==> src/rtl/qx1_exec_ctrl_pkg.sv <==
`default_nettype none
// ============================================================================
// Module      : qx1_exec_ctrl_pkg
// Description : Shared definitions for the QX1 execute sequencer: opcode
//               map, ALU control encodings, FSM state encodings,
//               instruction field positions and decode helpers.
// Revision    : 1.0 - initial release
// ============================================================================
package qx1_exec_ctrl_pkg;

  // Opcode map (instr[15:12])
  localparam logic [3:0] OP_LW       = 4'h0;
  localparam logic [3:0] OP_SW       = 4'h1;
  localparam logic [3:0] OP_RT_FIRST = 4'h2;
  localparam logic [3:0] OP_RT_LAST  = 4'h9;
  localparam logic [3:0] OP_BEQ      = 4'hA;
  localparam logic [3:0] OP_BNE      = 4'hB;
  localparam logic [3:0] OP_JMP      = 4'hC;

  // ALU control encodings
  localparam logic [1:0] ALU_OP_ADD  = 2'b10;
  localparam logic [1:0] ALU_OP_SUB  = 2'b01;
  localparam logic [1:0] ALU_OP_FUNC = 2'b00;

  // FSM state encodings
  localparam logic [2:0] ST_IDLE   = 3'd0;
  localparam logic [2:0] ST_DECODE = 3'd1;
  localparam logic [2:0] ST_EXEC   = 3'd2;
  localparam logic [2:0] ST_MEM    = 3'd3;
  localparam logic [2:0] ST_WB     = 3'd4;

  // Instruction field bit positions
  localparam int OPC_HI = 15;
  localparam int OPC_LO = 12;
  localparam int RD_HI  = 11;
  localparam int RD_LO  = 9;
  localparam int RS1_HI = 8;
  localparam int RS1_LO = 6;
  localparam int RS2_HI = 5;
  localparam int RS2_LO = 3;

  // Coarse instruction class used to steer the sequencer
  typedef enum logic [2:0] {
    CLS_LOAD    = 3'd0,
    CLS_STORE   = 3'd1,
    CLS_ALU     = 3'd2,
    CLS_BEQ     = 3'd3,
    CLS_BNE     = 3'd4,
    CLS_JMP     = 3'd5,
    CLS_ILLEGAL = 3'd6
  } op_class_e;

  function automatic op_class_e classify(input logic [3:0] opc);
    op_class_e cls;
    if (opc == OP_LW)            cls = CLS_LOAD;
    else if (opc == OP_SW)       cls = CLS_STORE;
    else if (opc <= OP_RT_LAST)  cls = CLS_ALU;
    else if (opc == OP_BEQ)      cls = CLS_BEQ;
    else if (opc == OP_BNE)      cls = CLS_BNE;
    else if (opc == OP_JMP)      cls = CLS_JMP;
    else                         cls = CLS_ILLEGAL;
    return cls;
  endfunction

  // Address generation adds, branch compare subtracts, all else is
  // decoded by the ALU control unit from the opcode itself.
  function automatic logic [1:0] alu_op_for(input logic [3:0] opc);
    logic [1:0] op;
    if (opc == OP_LW || opc == OP_SW)        op = ALU_OP_ADD;
    else if (opc == OP_BEQ || opc == OP_BNE) op = ALU_OP_SUB;
    else                                     op = ALU_OP_FUNC;
    return op;
  endfunction

endpackage : qx1_exec_ctrl_pkg
`default_nettype wire

==> src/rtl/qx1_exec_ctrl_mem_timer.sv <==
`default_nettype none
// ============================================================================
// Module      : qx1_mem_timer
// Description : Memory-wait watchdog. Counts cycles while enabled, clears
//               on request, flags expiry in the cycle whose increment would
//               reach MEM_TIMEOUT. MEM_TIMEOUT = 0 disables expiry.
// Revision    : 1.0 - initial release
// ============================================================================
module qx1_mem_timer #(
  parameter int MEM_TIMEOUT = 15,
  parameter int TMR_W       = 4
) (
  input  logic clk,
  input  logic rst_n,
  input  logic clear,
  input  logic count_en,
  output logic expired
);

  logic [TMR_W-1:0] count;

  // Wait counter: clear has priority over counting
  always_ff @(posedge clk or negedge rst_n) begin
    if (!rst_n) begin
      count <= '0;
    end else if (clear) begin
      count <= '0;
    end else if (count_en) begin
      count <= count + 1'b1;
    end
  end

  generate
    if (MEM_TIMEOUT == 0) begin : g_no_timeout
      assign expired = 1'b0;
    end else begin : g_timeout
      // Count holds the number of already-elapsed waiting cycles, so the
      // limit is hit in the cycle where count equals MEM_TIMEOUT-1.
      localparam logic [TMR_W-1:0] LIMIT = TMR_W'(MEM_TIMEOUT - 1);
      assign expired = (count == LIMIT);
    end
  endgenerate

endmodule : qx1_mem_timer
`default_nettype wire

==> src/rtl/qx1_exec_ctrl.sv <==
`default_nettype none
// ============================================================================
// Module      : qx1_exec_ctrl
// Description : QX1 multi-cycle execute sequencer. Accepts one instruction
//               over valid/ready, decodes it and sequences register reads,
//               ALU control, data-memory access, writeback and PC update.
// Revision    : 1.0 - initial release
// ============================================================================
module qx1_exec_ctrl
  import qx1_exec_ctrl_pkg::*;
#(
  parameter int MEM_TIMEOUT = 15,
  parameter int TMR_W       = 4
) (
  input  logic        clk,
  input  logic        rst_n,
  input  logic        instr_valid,
  output logic        instr_ready,
  input  logic [15:0] instr,
  output logic [1:0]  alu_op,
  output logic [3:0]  alu_opcode,
  input  logic        alu_zero,
  output logic        rf_rd_en,
  output logic [2:0]  rf_rs1,
  output logic [2:0]  rf_rs2,
  output logic        rf_we,
  output logic [2:0]  rf_wa,
  output logic        wb_sel,
  output logic        mem_req,
  output logic        mem_we,
  input  logic        mem_ack,
  output logic        pc_inc,
  output logic        pc_load,
  output logic        illegal_op,
  output logic        bus_err,
  output logic        busy
);

  logic [2:0]  state;
  logic [2:0]  next_state;
  logic [15:3] instr_reg;
  logic [1:0]  alu_op_reg;
  logic [3:0]  alu_opcode_reg;
  op_class_e   cls;
  logic        accept;
  logic        timer_clear;
  logic        timer_count;
  logic        timer_expired;
  logic        unused_instr_bits;

  // Low three instruction bits carry no field this block consumes
  assign unused_instr_bits = ^instr[2:0];

  // Ready is held low while reset is asserted so every output reads 0
  assign instr_ready = (state == ST_IDLE) && rst_n;
  assign busy        = (state != ST_IDLE);
  assign accept      = instr_valid && instr_ready;

  assign cls        = classify(instr_reg[OPC_HI:OPC_LO]);
  assign alu_op     = alu_op_reg;
  assign alu_opcode = alu_opcode_reg;

  assign timer_clear = (state != ST_MEM);
  assign timer_count = (state == ST_MEM) && !mem_ack;

  qx1_mem_timer #(
    .MEM_TIMEOUT (MEM_TIMEOUT),
    .TMR_W       (TMR_W)
  ) u_mem_timer (
    .clk      (clk),
    .rst_n    (rst_n),
    .clear    (timer_clear),
    .count_en (timer_count),
    .expired  (timer_expired)
  );

  // Next-state and per-state strobes; strobes are decoded from state so a
  // reset assertion silences them without waiting for a clock edge.
  always_comb begin
    next_state = state;
    rf_rd_en   = 1'b0;
    rf_rs1     = 3'd0;
    rf_rs2     = 3'd0;
    rf_we      = 1'b0;
    rf_wa      = 3'd0;
    wb_sel     = 1'b0;
    mem_req    = 1'b0;
    mem_we     = 1'b0;
    pc_inc     = 1'b0;
    pc_load    = 1'b0;
    illegal_op = 1'b0;
    bus_err    = 1'b0;

    case (state)
      ST_IDLE: begin
        if (accept) begin
          next_state = ST_DECODE;
        end
      end

      ST_DECODE: begin
        rf_rd_en = 1'b1;
        rf_rs1   = instr_reg[RS1_HI:RS1_LO];
        rf_rs2   = instr_reg[RS2_HI:RS2_LO];
        if (cls == CLS_ILLEGAL) begin
          // Undefined opcodes are skipped: flag and step past them
          illegal_op = 1'b1;
          pc_inc     = 1'b1;
          next_state = ST_IDLE;
        end else begin
          next_state = ST_EXEC;
        end
      end

      ST_EXEC: begin
        case (cls)
          CLS_ALU:   next_state = ST_WB;
          CLS_LOAD:  next_state = ST_MEM;
          CLS_STORE: next_state = ST_MEM;
          CLS_BEQ: begin
            pc_load    = alu_zero;
            pc_inc     = !alu_zero;
            next_state = ST_IDLE;
          end
          CLS_BNE: begin
            pc_load    = !alu_zero;
            pc_inc     = alu_zero;
            next_state = ST_IDLE;
          end
          CLS_JMP: begin
            pc_load    = 1'b1;
            next_state = ST_IDLE;
          end
          default: next_state = ST_IDLE;
        endcase
      end

      ST_MEM: begin
        mem_req = 1'b1;
        mem_we  = (cls == CLS_STORE);
        // An ack arriving in the limit cycle still completes the access
        if (mem_ack) begin
          if (cls == CLS_LOAD) begin
            next_state = ST_WB;
          end else begin
            pc_inc     = 1'b1;
            next_state = ST_IDLE;
          end
        end else if (timer_expired) begin
          bus_err    = 1'b1;
          next_state = ST_IDLE;
        end
      end

      ST_WB: begin
        rf_we      = 1'b1;
        rf_wa      = instr_reg[RD_HI:RD_LO];
        wb_sel     = (cls == CLS_LOAD);
        pc_inc     = 1'b1;
        next_state = ST_IDLE;
      end

      default: next_state = ST_IDLE;
    endcase
  end

  // FSM state register
  always_ff @(posedge clk or negedge rst_n) begin
    if (!rst_n) begin
      state <= ST_IDLE;
    end else begin
      state <= next_state;
    end
  end

  // Instruction latch, loaded on the accept handshake
  always_ff @(posedge clk or negedge rst_n) begin
    if (!rst_n) begin
      instr_reg <= '0;
    end else if (accept) begin
      instr_reg <= instr[15:3];
    end
  end

  // ALU control registers: loaded at accept so they are already valid in
  // DECODE, held for the whole instruction, cleared on return to IDLE.
  always_ff @(posedge clk or negedge rst_n) begin
    if (!rst_n) begin
      alu_op_reg     <= ALU_OP_FUNC;
      alu_opcode_reg <= 4'd0;
    end else if (accept) begin
      alu_op_reg     <= alu_op_for(instr[OPC_HI:OPC_LO]);
      alu_opcode_reg <= instr[OPC_HI:OPC_LO];
    end else if ((state != ST_IDLE) && (next_state == ST_IDLE)) begin
      alu_op_reg     <= ALU_OP_FUNC;
      alu_opcode_reg <= 4'd0;
    end
  end

endmodule : qx1_exec_ctrl
`default_nettype wire
==> config.mk <==
export PLATFORM = sky130hd
export DESIGN_NAME = qx1_exec_ctrl
export DESIGN_NICKNAME = d
export VERILOG_FILES = /design/src/rtl/qx1_exec_ctrl_pkg.sv /design/src/rtl/qx1_exec_ctrl_mem_timer.sv /design/src/rtl/qx1_exec_ctrl.sv
export SDC_FILE = /design/constraint.sdc
export NUM_CORES = 1
export LEC_CHECK = 0
export BUFFER_PORTS_ARGS = -buffer_cell sky130_fd_sc_hd__buf_2
export CORE_MARGIN = 5
export CORE_UTILIZATION = 54
export DETAILED_ROUTE_END_ITERATION = 16
export PLACE_DENSITY = 0.92
export SYNTH_ARGS = -nofsm -noshare
export SYNTH_HDL_FRONTEND = slang
export SYNTH_SLANG_ARGS = --single-unit
==> constraint.sdc <==
create_clock -name clk -period 4.84 [get_ports clk]
set_clock_uncertainty 0.15 [all_clocks]
set_input_delay 0.242 -clock clk [delete_from_list [all_inputs] [get_ports clk]]
set_output_delay 0.242 -clock clk [all_outputs]
set_load 0.02 [all_outputs]
==> metrics.md <==
| Metric | Value |
|---|---|
| RePlAce Congestion | `between 0.7 and 0.8` |
| Max Cap Viol | `0` |
| Clock transition at the registers of the reported paths | `~0.13 ns` |
| Layout area overhead | `21.8%` |
| Setup violators final | `0` |
| Setup CP Type | `in -> reg` |
| Post-Route Setup TNS | `0 ns` |
| Buffers on Ports | `between 40 and 50` |
| FF/Latch Area | `651 um2` |
| Netlist Area Pre-Place | `1440 um2` |
| Cts repair resizes | `0` |
| Per-cell routed wire length | `roughly 14 um` |
| Root Driver | `clkbuf_4` |
| Worst-path cell chain | `dlygate4sd3_1 > buf_2 > nor4b_4 > nand2_1 > or4_1 > a22oi_1` |
| Non-Filler Instances | `between 200 and 250` |
| DP Cell Count | `226` |
| EDFF count, synth | `0` |
| CP max stage delay | `0.55 ns` |
| Core area | `2500 um2` |
| Crit path time final | `2.69 ns` |
| Worst VDD drop | `0.377 mV` |
| Commonest cells after routing, fill and taps aside | `nand2_1, buf_2, dfrtp_1` |
| Leak pwr | `0.935 nW` |
| Worst slew pin tran | `0.774 ns` |
| Clock sink count | `26` |
| Required @ worst endpoint | `4.93 ns` |
| Crit start category | `input pin` |
| Std-Cell Rows | `18` |
| Pre-Repair DR Iteration Count | `5` |
| Headroom to the max-slew limit | `about half` |
| Syn Nets | `188` |
| Power Dens Cells | `492 nW/um2` |
| Sequential-to-total area share from yosys stat | `45.3%` |
| Effective utilization at floorplan | `57.5%` |
| Fin crit share | `55.6%` |
| Routed Antenna Nets | `0` |
| Worst slack, placed | `2.36 ns` |
| Synth warn | `0` |
| Area leader, netlist | `dfrtp_1` |
| Layout cells sized above 1 | `24.4%` |
| First-pass GRT wire length | `~5700 um` |
| Maximum achievable frequency | `roughly 0.37 GHz` |
| Die ar. | `3790 um2` |
| Slowest stage cell on the critical path | `or4_1` |
| Die width | `61.6 um` |
| Setup ws final | `2.15 ns` |
| Yosys top cell area share | `45.3%` |
| Clock latency on the worst-skew pair | `~0.31 ns` |
| Max FFs per register | `13` |
| Synth cell types | `42` |
| Total gr overflow | `0` |
| Syn Inst Count | `about 170` |
| Syn avg cell area | `roughly 8.7 um2` |
| Commonest non-fill, non-tap cell in the layout | `nand2_1` |
| Final hold vios | `0` |
| DRC Markers | `0` |
| Post-synthesis async set-or-reset flop share | `100%` |
| Antenna violations before repair | `0` |
| Pin count of the biggest net entering global routing | `28` |
| Utilization after layout | `between 60 and 70%` |
| Unrepaired setup endpoints after global routing | `no` |
| Total track usage | `20.2%` |
| Critical path capture point type | `flop` |
| Ports | `47` |
| Status | `finished, final reports clean` |
| Flops & latches, synth | `26` |
| Vias in the first global route | `1248` |
| Top FF cell, synth | `dfrtp_1` |
| CTS tree | `done` |
| Worst Hold Class | `in -> reg` |
| Slew Limit Fails | `0` |
| Vias/cell | `5.56` |
| Total setup buffers inserted after CTS | `0` |
| DRT Wirelength | `3430 um` |
| CP max FO | `27` |
| Initial DRC count | `85` |
| Nets | `234` |
| CTS buffer count | `3` |
| CP Data Arrival Time | `2.78 ns` |
| DP HPWL | `2320 um` |
| Clock Tree Buf Depth | `2` |
| Combined area of the multi-input logic cells | `689 um2` |
| Fill count | `183` |
| Synth area leaders | `dfrtp_1, nand2_1, and2_1` |
| Die Y | `61.6 um` |
| Hold_ws | `between 0.02 and 0.025 ns` |
| Htree depth | `1` |
| Ant. Diodes | `0` |
| DR vias | `1328` |
cell type report:
class / count / area share [%]
multi-input cells: 118 / 39.4
inverters: 9 / 1.93
flip-flops and latches: 26 / 37.2
clock buffers: 3 / 1.29
repair buffers: 53 / 18.0
well taps: 30 / 2.15
worst max-delay path: cells and delay by family:
family          cells  cell delay (ns)
simple gates        3             1.33
buf+inv             2             1.02
compound gates      1             0.17
logic make-up after synthesis:
family                   after synthesis  synth area share (%)
AND/OR/NAND/NOR                       89                  31.9
flip-flops                            26                  45.3
AO/OA/AOI/OAI                         23                  11.9
buffers and inverters                 21                  6.71
XOR/XNOR                               4                  2.44
adder cells (fa/ha/maj)                2                  1.74
worst paths after layout:
| path | start | end | slack, ns | depth (start not counted) |
|---|---|---|---|---|
| worst max-delay path | rst_n | alu_op[1] | 2.15 | 6 |
| worst min-delay path | instr[12] | instr_reg[12] | 0.02 | 3 |
| worst max register to register | state[2] | alu_op[1] | 2.58 | 4 |
| worst min register to register | instr_reg[10] | instr_reg[10] | 0.34 | 2 |
| max in group asynchronous | rst_n | instr_reg[13] | 3.84 | 2 |
| min in group asynchronous | rst_n | alu_op[0] | 0.32 | 2 |
per-layer routing:
metal / GRT usage, % / vias up / wire [um]
li1: - / 636 / -
met1: 28.1 / 637 / 1440
met2: 32.3 / 49 / 1690
met3: 2.94 / 6 / 246
met4: 6.97 / 0 / 50
met5: 0 / - / 0
cell usage after synthesis, drive strengths merged (3+ instances only):
library cell and count:
xor2 3, inv 9, dfrtp 26, nand2 44, buf 8, o21ai 5, o211ai 8, nor3 3
and2 11, nor2 11, clkbuf 4
power by group:
part | switching (mW) | internal, mW | leakage [nW] | total [mW]
clock network | 0.0596 | 0.0292 | 0.0138 | 0.0887
registers | 0.0933 | 0.291 | 0.337 | 0.385
logic | 0.235 | 0.152 | 0.584 | 0.387
total | 0.388 | 0.473 | 0.935 | 0.861
metrics by stage:
step	area, um2	total power, mW
floorplan	1440	0.665
global placement	1630	0.750
detailed placement	1630	0.763
CTS	1750	0.859
global route	1750	0.925
finish	1750	0.861
what timing repair did:
item                                    CTS  global route
endpoints found under the setup margin    0             0
hold buffers                             10             0
hold endpoints to repair                 35             0
No activity file was read; power rests on OpenSTA's default activity.
